### config.mk
export PLATFORM = sky130hd
export DESIGN_NAME = mem_stage
export DESIGN_NICKNAME = d
export VERILOG_FILES = /design/src/rtl/dlx_mem_pkg.sv /design/src/rtl/mem_load_align.sv /design/src/rtl/mem_stage.sv
export SDC_FILE = /design/constraint.sdc
export NUM_CORES = 1
export LEC_CHECK = 0
export BUFFER_PORTS_ARGS = -buffer_cell sky130_fd_sc_hd__buf_2
export CAP_MARGIN = 20
export CORE_AREA = 3 3 91 93
export CTS_CLUSTER_DIAMETER = 120
export DETAILED_ROUTE_END_ITERATION = 8
export DIE_AREA = 0 0 94 96
export MAX_ROUTING_LAYER = met4
export PLACE_DENSITY = 0.93
export REMOVE_ABC_BUFFERS = 1
export SYNTH_ARGS = -nofsm -noshare
export SYNTH_HDL_FRONTEND = slang
export SYNTH_HIERARCHICAL = 1
export SYNTH_SLANG_ARGS = --single-unit
export TNS_END_PERCENT = 50
### constraint.sdc
create_clock -name clk -period 5.7 [get_ports clk]
set_input_delay 0.57 -clock clk [delete_from_list [all_inputs] [get_ports clk]]
set_output_delay 0.57 -clock clk [all_outputs]
set_load 0.02 [all_outputs]
### src/rtl/dlx_mem_pkg.sv
// Shared definitions for the DLX memory stage: load/store opcodes, FSM
// states, access sizes and the opcode decoder used by the top and aligner.
package dlx_mem_pkg;

  localparam logic [5:0] OP_LB  = 6'h20;
  localparam logic [5:0] OP_LH  = 6'h21;
  localparam logic [5:0] OP_LW  = 6'h23;
  localparam logic [5:0] OP_LBU = 6'h24;
  localparam logic [5:0] OP_LHU = 6'h25;
  localparam logic [5:0] OP_SB  = 6'h28;
  localparam logic [5:0] OP_SH  = 6'h29;
  localparam logic [5:0] OP_SW  = 6'h2B;

  typedef enum logic {IDLE, WAIT} state_e;

  typedef enum logic [1:0] {BYTE, HALF, WORD} size_e;

  typedef struct packed {
    size_e size;
    logic  sign;
  } mem_op_t;

  // Anything that is not a sub-word opcode is treated as a full word access.
  function automatic mem_op_t decode_op(input logic [5:0] op);
    mem_op_t r;
    r.size = WORD;
    r.sign = 1'b0;
    case (op)
      OP_LB:         begin r.size = BYTE; r.sign = 1'b1; end
      OP_LH:         begin r.size = HALF; r.sign = 1'b1; end
      OP_LBU, OP_SB: r.size = BYTE;
      OP_LHU, OP_SH: r.size = HALF;
      default:       r.size = WORD;
    endcase
    return r;
  endfunction

  function automatic logic is_aligned(input size_e size, input logic [1:0] lo);
    case (size)
      BYTE:    return 1'b1;
      HALF:    return ~lo[0];
      default: return (lo == 2'b00);
    endcase
  endfunction

endpackage

### src/rtl/mem_load_align.sv
// Big-endian load extraction: picks the addressed byte or half out of the
// read word and sign- or zero-extends it to 32 bits.
module mem_load_align
  import dlx_mem_pkg::*;
(
  input  logic [31:0] rdata_i,
  input  logic [1:0]  addr_lo_i,
  input  size_e       size_i,
  input  logic        sign_i,
  output logic [31:0] data_o
);

  logic [7:0]  byte_sel;
  logic [15:0] half_sel;

  always_comb begin
    case (addr_lo_i)
      2'd0:    byte_sel = rdata_i[31:24];
      2'd1:    byte_sel = rdata_i[23:16];
      2'd2:    byte_sel = rdata_i[15:8];
      default: byte_sel = rdata_i[7:0];
    endcase
    half_sel = addr_lo_i[1] ? rdata_i[15:0] : rdata_i[31:16];
    case (size_i)
      BYTE:    data_o = {{24{sign_i & byte_sel[7]}}, byte_sel};
      HALF:    data_o = {{16{sign_i & half_sel[15]}}, half_sel};
      default: data_o = rdata_i;
    endcase
  end

endmodule

### src/rtl/mem_stage.sv
// DLX memory stage: drives a variable-latency data memory over req/ready,
// stalls upstream while an access is outstanding and loads the MEM/WB register.
module mem_stage
  import dlx_mem_pkg::*;
#(
  parameter int TIMEOUT = 16
) (
  input  logic        clk,
  input  logic        rst_n,
  input  logic        valid_ex,
  input  logic [31:0] Result,
  input  logic [31:0] mem_data_ex,
  input  logic [5:0]  opcode_ex,
  input  logic [4:0]  towrite_ex,
  input  logic        MemWrite_ex,
  input  logic        MemtoReg_ex,
  input  logic        RegWrite_ex,
  output logic        dmem_req,
  output logic        dmem_we,
  output logic [31:0] dmem_addr,
  output logic [31:0] dmem_wdata,
  output logic [3:0]  dmem_be,
  input  logic [31:0] dmem_rdata,
  input  logic        dmem_ready,
  output logic        mem_stall,
  output logic [31:0] result_mem,
  output logic [4:0]  towrite_mem,
  output logic        RegWrite_mem,
  output logic        align_err,
  output logic        bus_err
);

  localparam int CW = $clog2(TIMEOUT + 2);
  localparam logic [CW-1:0] TO_V = CW'(TIMEOUT);

  state_e        state_q, state_d;
  logic [CW-1:0] cnt_q, cnt_d;
  mem_op_t       dec;
  logic          access, aligned, timeout_hit, req, complete;
  logic [31:0]   wdata, load_data;
  logic [3:0]    be;
  logic [31:0]   result_q, result_d;
  logic [4:0]    towrite_q, towrite_d;
  logic          regwr_q, regwr_d, align_q, bus_q;

  assign dec         = decode_op(opcode_ex);
  assign access      = valid_ex & (MemtoReg_ex | MemWrite_ex);
  assign aligned     = is_aligned(dec.size, Result[1:0]);
  assign timeout_hit = (TIMEOUT != 0) && (state_q == WAIT) && (cnt_q == TO_V);
  // Gating with rst_n drops an outstanding request the instant reset asserts.
  assign req         = rst_n & access & aligned & ~timeout_hit;
  assign complete    = req & dmem_ready;
  assign mem_stall   = req & ~dmem_ready;

  always_comb begin
    wdata = mem_data_ex;
    be    = 4'b1111;
    case (dec.size)
      BYTE: begin
        wdata = {4{mem_data_ex[7:0]}};
        be    = 4'b1000 >> Result[1:0];
      end
      HALF: begin
        wdata = {2{mem_data_ex[15:0]}};
        be    = Result[1] ? 4'b0011 : 4'b1100;
      end
      default: ;
    endcase
  end

  assign dmem_req   = req;
  assign dmem_we    = req & MemWrite_ex;
  assign dmem_addr  = req ? {Result[31:2], 2'b00} : 32'h0;
  assign dmem_wdata = req ? wdata : 32'h0;
  assign dmem_be    = req ? be : 4'b0000;

  mem_load_align u_align (
    .rdata_i   (dmem_rdata),
    .addr_lo_i (Result[1:0]),
    .size_i    (dec.size),
    .sign_i    (dec.sign),
    .data_o    (load_data)
  );

  always_ff @(posedge clk or negedge rst_n) begin
    if (!rst_n) begin
      state_q <= IDLE;
      cnt_q   <= '0;
    end else begin
      state_q <= state_d;
      cnt_q   <= cnt_d;
    end
  end

  // The counter tracks stall cycles so far; the issue cycle counts as the first.
  always_comb begin
    state_d = state_q;
    cnt_d   = cnt_q;
    case (state_q)
      IDLE: begin
        if (mem_stall) begin
          state_d = WAIT;
          cnt_d   = CW'(1);
        end
      end
      WAIT: begin
        if (mem_stall) begin
          cnt_d = cnt_q + 1'b1;
        end else begin
          state_d = IDLE;
          cnt_d   = '0;
        end
      end
      default: begin
        state_d = IDLE;
        cnt_d   = '0;
      end
    endcase
  end

  // Any access that is not completing this cycle loads a bubble.
  always_comb begin
    result_d  = Result;
    towrite_d = towrite_ex;
    regwr_d   = RegWrite_ex & valid_ex;
    if (access) begin
      regwr_d = 1'b0;
      if (complete & ~MemWrite_ex) begin
        result_d = load_data;
        regwr_d  = RegWrite_ex;
      end
    end
  end

  always_ff @(posedge clk or negedge rst_n) begin
    if (!rst_n) begin
      result_q  <= '0;
      towrite_q <= '0;
      regwr_q   <= 1'b0;
      align_q   <= 1'b0;
      bus_q     <= 1'b0;
    end else begin
      result_q  <= result_d;
      towrite_q <= towrite_d;
      regwr_q   <= regwr_d;
      align_q   <= access & ~aligned;
      bus_q     <= timeout_hit;
    end
  end

  assign result_mem   = result_q;
  assign towrite_mem  = towrite_q;
  assign RegWrite_mem = regwr_q;
  assign align_err    = align_q;
  assign bus_err      = bus_q;

endmodule

==> results_dict.tcl, run 1 <==
set metrics [dict create \
    r2r_cells 7 \
    rsz0062_at_grt "no" \
    area_growth_syn_to_layout_pct 33.7 \
    worstSetupStartpointType "flop" \
    cts_resized 0 \
    routedWlPerCell_um 17.4 \
    rrSetupSlack_ns 3.00 \
    clk_latency_ns 0.29 \
    final_area_mm2 0.00474 \
    grt_util_all_layers_pct 25.6 \
    seq_area_mm2 0.00115 \
    drive_gt1_share_pct 50.0 \
    skew_ns 0.00567 \
    grt_start_max_net_pins 48 \
    ant_nets 0 \
    synth_edf_count 0 \
    p_clk_share_pct 25.6 \
    setup_tns_ns 0 \
    grt.overflow.total 0 \
    syn_area_per_cell_um2 9.51 \
    critPathMaxFanout 30 \
    drc 0 \
    hold_viol 0 \
    yosysWarningCount 6 \
    h-tree-depth 2 \
    peakVddDrop_mv 0.0839 \
    synth.distinct_cells 49 \
    antenna_found_initial 1 \
    worst_hold_path.endpoint "towrite_mem[1]" \
    r2r-start "cnt_q[0]" \
    cts_made_buffers 5 \
    setup-violations-final 0 \
    port_buffers 222 \
    hold_path.class "input port to flop" \
    ys_async_sr_fraction_pct 100 \
    slew-limit-headroom_pct 36.0 \
    swShare_pct 31.7 \
    fin_crit_ns 3.40 \
    powerDensity_mw_per_mm2 169 \
    cts_buffer_depth 2 \
    synthFlopType "dfrtp_1" \
    whs_path_depth 1 \
    cts_setup_buffers 0 \
    die_h_um 96 \
    via_per_inst 5.46 \
    final_cell_mix "222 x buf_2, 55 x nand2_1, 46 x dfrtp_1" \
    first_iter_violations 194 \
    rows 32 \
    hold_start "towrite_ex[1]" \
    cts_tree "yes" \
    timing.rr.end "result_mem[21]" \
    clock-sinks 46 \
    synthCells 373 \
    dpl.hpwl_mm 8.88 \
    p_int_w 0.000549 \
    multiInputGateArea_mm2 0.00216 \
    die_area_mm2 0.00902 \
    power_frac_comb_pct 29.9 \
    crit_path_end_kind "primary output" \
    ys_seq_elements 46 \
    required_ns 5.13 \
    maxSlewViolCount 0 \
    clk_pin_slew_worst_paths_ns 0.09 \
    first_pass_iters 4 \
    clock-root-buffer "clkbuf_8" \
    leakagePower_nw 2.60 \
    io_pins 225 \
    placedInstanceArea_mm2 0.00461 \
    core_area_mm2 0.00761 \
    wl_mm 11.8 \
    cts_hold_buf 0 \
    fmax_mhz 294 \
    tightest_slew_ns 0.953 \
    fin_crit_sh_pct 59.7 \
    nets 691 \
    status "finished, final reports clean" \
    cp.arrival_ns 2.83 \
    initial_core_util_pct 46.6 \
    vias 3708 \
    grt_pass1_vias 3640 \
    worstSetupPathType "flop to primary output" \
    gp_congestion 0.878 \
    synth_seq_area_share_pct 32.4 \
    netlist_area_mm2 0.00355 \
    fill_cells 638 \
    maxCapViolCount 0 \
    final_common_cell "buf_2" \
    fp.dieW_um 94 \
    grt_pass1_wl_mm 17.9 \
    power_w 0.000803 \
    power_switching_w 0.000254 \
    pwr-share-seq_pct 44.5 \
]
==> cell type report <==
class / instances / area share (%)
Multi-Input combinational cell: 287 / 45.6
Timing Repair Buffer: 229 / 24.9
Clock buffer: 6 / 1.74
Clock inverter: 2 / 0.264
Antenna cell: 1 / 0.0527
Tap cell: 102 / 2.69
Sequential cell: 46 / 24.3
Inverter: 6 / 0.475
==> worst max-delay path: stages, from the launching register on <==
cell and delay, ns:
dfrtp_1 0.41, inv_1 0.08, ha_1 0.18, and2_1 0.16, a311o_1 0.40, nand2b_1 0.18, buf_4 0.22, inv_1 0.37
buf_16 0.22, and2_1 0.14, buf_2 0.16
==> metrics by stage <==
step	hold WS (ns)	std cells	worst slack [ns]	util (%)
after floorplan	0.274	339	1.48	-
after global placement	0.569	668	2.41	60.6
after detailed placement	0.586	668	2.25	60.6
after CTS	0.370	676	1.94	61.9
after global routing	0.364	679	2.10	62.4
final	0.378	679	2.30	62.4
==> kinds of logic after synthesis <==
| kind of cell | Yosys count | share of synthesized area [%] |
|---|---|---|
| AOI/OAI and AO/OA | 96 | 21.2 |
| xor gates and xnor gates | 4 | 0.987 |
| adders and majority gates | 2 | 0.705 |
| buffers and inverters | 41 | 6.73 |
| DFF | 46 | 32.4 |
| muxes | 53 | 19.2 |
| other | 1 | 0.106 |
| and+or+nand+nor | 130 | 18.7 |
==> how the worst max path moves through the flow <==
stage | from | endpoint | slack, ns | cells after the start
global placement | MemWrite_ex | dmem_addr[12] | 2.41 | 8
finish | cnt_q[0] | dmem_addr[28] | 2.30 | 10
detailed placement | opcode_ex[4] | dmem_addr[28] | 2.25 | 8
CTS | cnt_q[0] | dmem_addr[28] | 1.94 | 9
global route | cnt_q[0] | dmem_addr[30] | 2.10 | 10
floorplan | opcode_ex[4] | result_mem[16] | 1.48 | 7
==> Yosys cell counts, types with 8 or more instances <==
master | n | area (µm²)
mux2_4 | 29 | 435
nor2_1 | 12 | 45.0
o221ai_1 | 8 | 70.1
and2_1 | 40 | 250
clkbuf_1 | 19 | 71.3
nand2_1 | 55 | 206
buf_6 | 9 | 101
mux2i_1 | 19 | 190
a22oi_1 | 9 | 67.6
o22a_1 | 8 | 70.1
a21oi_1 | 19 | 95.1
a211oi_1 | 8 | 60.1
o21ai_0 | 10 | 50.1
o211ai_2 | 10 | 125
dfrtp_1 | 46 | 1150
==> power groups by stage <==
stage,Clock [W],Sequential [W],Combinational [W]
after detailed placement,0,0.000364,0.000237
after CTS,0.000213,0.000358,0.000238
final,0.000206,0.000358,0.000240
after floorplan,0,0.000383,0.000108
after global routing,0.000224,0.000360,0.000261
after global placement,0,0.000363,0.000228
==> state kept, by name, indices dropped and copies added (netlist names) <==
signal and cells:
bus_err 1, RegWrite_mem 1, align_err 1, towrite_mem 5
cnt_q 5, result_mem 32, state_q 1
==> per-layer routing <==
layer	vias to the layer above	GRT usage (%)	wire, µm	part of all wire, %
li1	1736	-	-	-
met1	1707	28.3	4310	36
met2	242	46.7	6130	52
met3	23	4.46	1140	9.6
met4	0	8.66	261	2.2
met5	-	-	0	0
Power figures use the tool's default switching activity.
==> inputs of run 2 (changes only) <==
--- a/config.mk
+++ b/config.mk
@@ -7,12 +7,12 @@
 export LEC_CHECK = 0
 export BUFFER_PORTS_ARGS = -buffer_cell sky130_fd_sc_hd__buf_2
 export CAP_MARGIN = 20
-export CORE_AREA = 3 3 91 93
+export CORE_AREA = 3 3 94 96
 export CTS_CLUSTER_DIAMETER = 120
 export DETAILED_ROUTE_END_ITERATION = 8
-export DIE_AREA = 0 0 94 96
+export DIE_AREA = 0 0 97 99
 export MAX_ROUTING_LAYER = met4
-export PLACE_DENSITY = 0.93
+export PLACE_DENSITY = 0.88
 export REMOVE_ABC_BUFFERS = 1
 export SYNTH_ARGS = -nofsm -noshare
 export SYNTH_HDL_FRONTEND = slang
==> constraint.sdc (replaced) <==
create_clock -name clk -period 3.4 [get_ports clk]
set_input_delay 0.34 -clock clk [delete_from_list [all_inputs] [get_ports clk]]
set_output_delay 0.34 -clock clk [all_outputs]
set_load 0.02 [all_outputs]
==> run 2 against run 1 <==
Critical path depth unchanged. Combinational power increased by 68%. Worst setup slack got worse by 2.0 ns. Final cell count increased by 1.0%. Final area increased by 0.40%. Non-clock buffer count increased by 5. Sequential share of layout area decreased by 0.096 points. Register-to-register slack got worse by 2.3 ns. Highest routed layer unchanged.
==> results_dict.tcl, run 2 (synthesis gave the netlist of run 1 again) <==
set metrics [dict create \
    fmax_mhz 325 \
    timing.final.ws_setup_ns 0.322 \
    rrSetupSlack_ns 0.70 \
    r2r-start "cnt_q[0]" \
    cts_buffer_depth 2 \
    final_cells 686 \
    clk_pin_slew_worst_paths_ns 0.09 \
    final_cell_mix "222 x buf_2, 55 x nand2_1, 46 x dfrtp_1" \
    fill_cells 705 \
    seq_area_mm2 0.00115 \
    hold_start "towrite_ex[4]" \
    hold_path.class "input port to flop" \
    fin_crit_ns 3.08 \
    powerDensity_mw_per_mm2 283 \
    cp_slowest_stage_delay_ns 0.41 \
    r2r_cells 7 \
    grt.overflow.total 0 \
    area_growth_syn_to_layout_pct 34.2 \
    skew_ns 0.00246 \
    worstSetupPathType "flop to primary output" \
    setup-violations-final 0 \
    largest_register_ffs 32 \
    crit_path_end_kind "primary output" \
    worstSetupStartpointType "flop" \
    clock-sinks 46 \
    peakVddDrop_mv 0.132 \
    routedWlPerCell_um 16.7 \
    rows 33 \
    leakagePower_nw 2.62 \
    required_ns 3.06 \
    antenna_found_initial 0 \
    tightest_slew_ns 0.774 \
    grt_start_max_net_pins 47 \
    drive_gt1_share_pct 50.4 \
    timing.rr.end "result_mem[13]" \
    dp.cells 678 \
    cp_slowest_cell "dfrtp_1" \
    slew-limit-headroom_pct 48.4 \
    drc 0 \
    first_pass_iters 4 \
    maxSlewViolCount 0 \
    maxCapViolCount 0 \
    wl_mm 11.4 \
    diodes 0 \
    h-tree-depth 2 \
    clock-root-buffer "clkbuf_8" \
    dpl.hpwl_mm 8.87 \
    initial_core_util_pct 43.6 \
    vias 3728 \
    die_area_mm2 0.00960 \
    critPathLaunch "cnt_q[0]" \
    grt_util_all_layers_pct 23.5 \
    placedInstanceArea_mm2 0.00467 \
    cts_setup_buffers 0 \
    cts_resized 0 \
    critPathCapture "dmem_wdata[4]" \
    die_h_um 99 \
    cp.arrival_ns 2.74 \
    final_common_cell "buf_2" \
    hold_viol 0 \
    first_iter_violations 172 \
    multiInputGateArea_mm2 0.00216 \
    fin_crit_sh_pct 90.5 \
    cts_tree "yes" \
    pre_cts_slack_ns 0.660 \
    ant_nets 0 \
    cts_hold_buf 0 \
    core_area_mm2 0.00813 \
    via_per_inst 5.43 \
    status "finished, final reports clean" \
    rsz0062_at_grt "no" \
    nets 696 \
    crit_chain "inv_1 > ha_1 > and2_1 > a311o_1 > nand2b_1 > buf_4 > inv_1 > buf_4 > and2_1 > buf_2" \
    cts_made_buffers 5 \
    crit_buf_inv 5 \
    crit_cells 10 \
    grt_pass1_wl_mm 18.2 \
    cp_top_family "buffers and inverters" \
    port_buffers 222 \
    whs_path_depth 1 \
    grt_pass1_vias 3688 \
    final_area_mm2 0.00476 \
    clk_latency_ns 0.29 \
    critPathMaxFanout 40 \
    fp.dieW_um 97 \
    gp_congestion 0.821 \
    io_pins 225 \
]
[run 2: cell types whose count changed in the layout (fill, tap and decap cells not counted), sizes merged]
| cell | delta |
|---|---|
| diode | -1 |
| buf | +6 |
| clkbuf | -1 |
[run 2: worst min-delay path by stage]
stage / slack [ns] / endpoint
2_1_floorplan: 0.04 / RegWrite_mem
5_1_grt: 0.14 / towrite_mem[0]
3_3_place_gp: 0.45 / towrite_mem[0]
3_5_place_dp: 0.45 / towrite_mem[4]
4_1_cts: 0.15 / towrite_mem[4]
6_report: 0.15 / towrite_mem[4]
[run 2: routing by layer]
layer,track usage [%],share of wire [%],up-vias
met5,-,0,-
met4,9.40,2.5,0
met1,26.8,38,1736
li1,-,-,1745
met2,41.6,52,223
met3,3.47,7.7,24
[run 2: layout make-up]
type / count / area share [%]
well taps: 105 / 2.76
clock buffers: 6 / 1.73
flip-flops and latches: 46 / 24.2
inverters: 6 / 0.473
repair buffers: 234 / 25.2
multi-input cells: 287 / 45.4
clock inverters: 2 / 0.263
[run 2: stage by stage]
| step | utilization (%) | setup TNS, ns | hold slack, ns | power, W |
|---|---|---|---|---|
| 2_1_floorplan | - | -13.09 | 0.0444 | 0.000822 |
| 5_1_grt | 58.6 | 0 | 0.139 | 0.00141 |
| 3_5_place_dp | 57.4 | 0 | 0.454 | 0.00101 |
| 4_1_cts | 58.6 | 0 | 0.145 | 0.00136 |
| 3_3_place_gp | 57.4 | 0 | 0.448 | 0.000995 |
| 6_report | 58.6 | 0 | 0.150 | 0.00135 |
[run 2: report_power, final]
group / switching, W / internal [W] / leakage (nW)
registers: 0.0000187 / 0.000581 / 0.552
clock network: 0.000184 / 0.000164 / 0.0472
logic: 0.000225 / 0.000176 / 2.02
total: 0.000428 / 0.000921 / 2.62
[run 2: worst reg2reg max path, cell delays in order (launching register included)]
cell	delay, ns
dfrtp_1	0.41
inv_1	0.08
ha_1	0.18
and2_1	0.16
a311o_1	0.40
or4b_2	0.63
buf_4	0.32
mux2_4	0.41
==> inputs of run 3 (changes only) <==
==> constraint.sdc (replaced) <==
create_clock -name clk -period 3.5 [get_ports clk]
set_input_delay 0.35 -clock clk [delete_from_list [all_inputs] [get_ports clk]]
set_output_delay 0.35 -clock clk [all_outputs]
set_load 0.02 [all_outputs]
==> run 3 against run 2 <==
Clock skew grew 0.0026 ns. First-iteration DRC count grew 7.0%. Power grew 2.1%. Final area grew 0.21%. Hold slack gained 0.0019 ns. Clock power grew 16%. Critical path type unchanged. Sequential share of layout area shrank 0.051 points. Combinational power shrank 3%. Via count grew 0.43%. Utilization grew 0.12 points. Worst setup slack gained 0.090 ns. Final cell count shrank 0.15%.
==> results_dict.tcl, run 3 (synthesis gave the netlist of run 1 again) <==
set metrics [dict create \
    seq_area_mm2 0.00115 \
    rrSetupSlack_ns 0.80 \
    fin_crit_ns 3.09 \
    cts_made_buffers 5 \
    first_pass_iters 5 \
    required_ns 3.15 \
    r2r-start "cnt_q[0]" \
    grt_pass1_vias 3787 \
    largest_register_ffs 32 \
    port_buffers 222 \
    cts_tree "yes" \
    powerDensity_mw_per_mm2 289 \
    maxCapViolCount 0 \
    grt_util_all_layers_pct 24.0 \
    area_growth_syn_to_layout_pct 34.5 \
    timing.final.ws_setup_ns 0.412 \
    grt_pass1_wl_mm 18.5 \
    clk_latency_ns 0.30 \
    grt_start_max_net_pins 47 \
    antenna_found_initial 0 \
    die_area_mm2 0.00960 \
    critPathMaxFanout 40 \
    cts_resized 0 \
    final_cell_mix "222 x buf_2, 55 x nand2_1, 46 x dfrtp_1" \
    rsz0062_at_grt "no" \
    worstSetupPathType "flop to primary output" \
    critPathCapture "dmem_addr[6]" \
    clock-root-buffer "clkbuf_8" \
    vias 3744 \
    cts_hold_buf 0 \
    skew_ns 0.00510 \
    cts_buffer_depth 2 \
    hold_path.class "input port to flop" \
    critPathLaunch "cnt_q[0]" \
    timing.rr.end "result_mem[9]" \
    peakVddDrop_mv 0.149 \
    fmax_mhz 324 \
    ant_nets 0 \
    setup-violations-final 0 \
    core_area_mm2 0.00813 \
    whs_ns 0.152 \
    slew-limit-headroom_pct 39.6 \
    nets 695 \
    routedWlPerCell_um 17.1 \
    first_iter_violations 184 \
    clk_pin_slew_worst_paths_ns 0.09 \
    cts_setup_buffers 0 \
    pre_cts_slack_ns 0.702 \
    hold_viol 0 \
    gp_congestion 0.818 \
    cp.arrival_ns 2.74 \
    crit_path_end_kind "primary output" \
    fin_crit_sh_pct 88.2 \
    fill_cells 720 \
    drc 0 \
    grt.overflow.total 0 \
    multiInputGateArea_mm2 0.00216 \
    io_pins 225 \
    dpl.hpwl_mm 9.06 \
    via_per_inst 5.47 \
    final_common_cell "buf_2" \
    status "finished, final reports clean" \
    tightest_slew_ns 0.906 \
    r2r_cells 7 \
    h-tree-depth 2 \
    fp.dieW_um 97 \
    worstSetupStartpointType "flop" \
    die_h_um 99 \
    maxSlewViolCount 0 \
    wl_mm 11.7 \
    initial_core_util_pct 43.6 \
    clock-sinks 46 \
    rows 33 \
    diodes 0 \
    leakagePower_nw 2.63 \
    drive_gt1_share_pct 50.3 \
]
[run 3: changes by cell type in the layout (fill, tap and decap cells not counted), sizes merged]
cell | before | now
clkinvlp | 1 | 0
buf | 234 | 233
bufinv | 0 | 1
clkbuf | 6 | 5
inv | 5 | 6
[run 3: report_power, final]
group / total [W] / switching [W] / leakage, nW / internal, W
combinational: 0.000391 / 0.000220 / 2.02 / 0.000171
clock: 0.000403 / 0.000189 / 0.0585 / 0.000214
sequential: 0.000583 / 0.0000187 / 0.552 / 0.000565
total: 0.00138 / 0.000427 / 2.63 / 0.000950
[run 3: layout make-up]
| type | count | share of cell area [%] |
|---|---|---|
| multi-input combinational | 287 | 45.3 |
| timing repair buffer | 233 | 25.0 |
| sequential | 46 | 24.1 |
| tap | 105 | 2.75 |
| clock buffer | 5 | 1.44 |
| clock inverter | 3 | 0.917 |
| inverter | 6 | 0.472 |
[run 3: critical path, stage by stage, from the launching register on]
cell and delay [ns]:
dfrtp_1 0.41, inv_1 0.07, ha_1 0.18, and2_1 0.16, a311o_1 0.40, nand2b_1 0.17
buf_4 0.22, inv_1 0.08, buf_4 0.31, and2_1 0.22, buf_2 0.17
[run 3: worst min-delay path by stage]
stage / cells after the start / startpoint / end
floorplan: 0 / rst_n / RegWrite_mem
global placement: 1 / towrite_ex[0] / towrite_mem[0]
detailed placement: 1 / towrite_ex[0] / towrite_mem[0]
CTS: 1 / towrite_ex[0] / towrite_mem[0]
global route: 1 / towrite_ex[0] / towrite_mem[0]
finish: 1 / towrite_ex[0] / towrite_mem[0]
[run 3: metrics by stage]
step | utilization (%) | total power, W | cell area [µm²] | TNS, ns | cells
2_1_floorplan | - | 0.000799 | 3340 | -10.76 | 339
3_3_place_gp | 57.3 | 0.000969 | 4660 | 0 | 677
3_5_place_dp | 57.3 | 0.000984 | 4660 | 0 | 677
4_1_cts | 58.7 | 0.00138 | 4770 | 0 | 685
5_1_grt | 58.7 | 0.00144 | 4770 | 0 | 685
6_report | 58.7 | 0.00138 | 4770 | 0 | 685
[run 3: layer usage]
layer  global-route usage, %  up-vias  share of wire, %
li1                        -     1735                 -
met1                    27.0     1759                37
met2                    43.6      229                52
met3                    3.33       21               8.9
met4                    8.10        0               2.3
met5                       -        -                 0
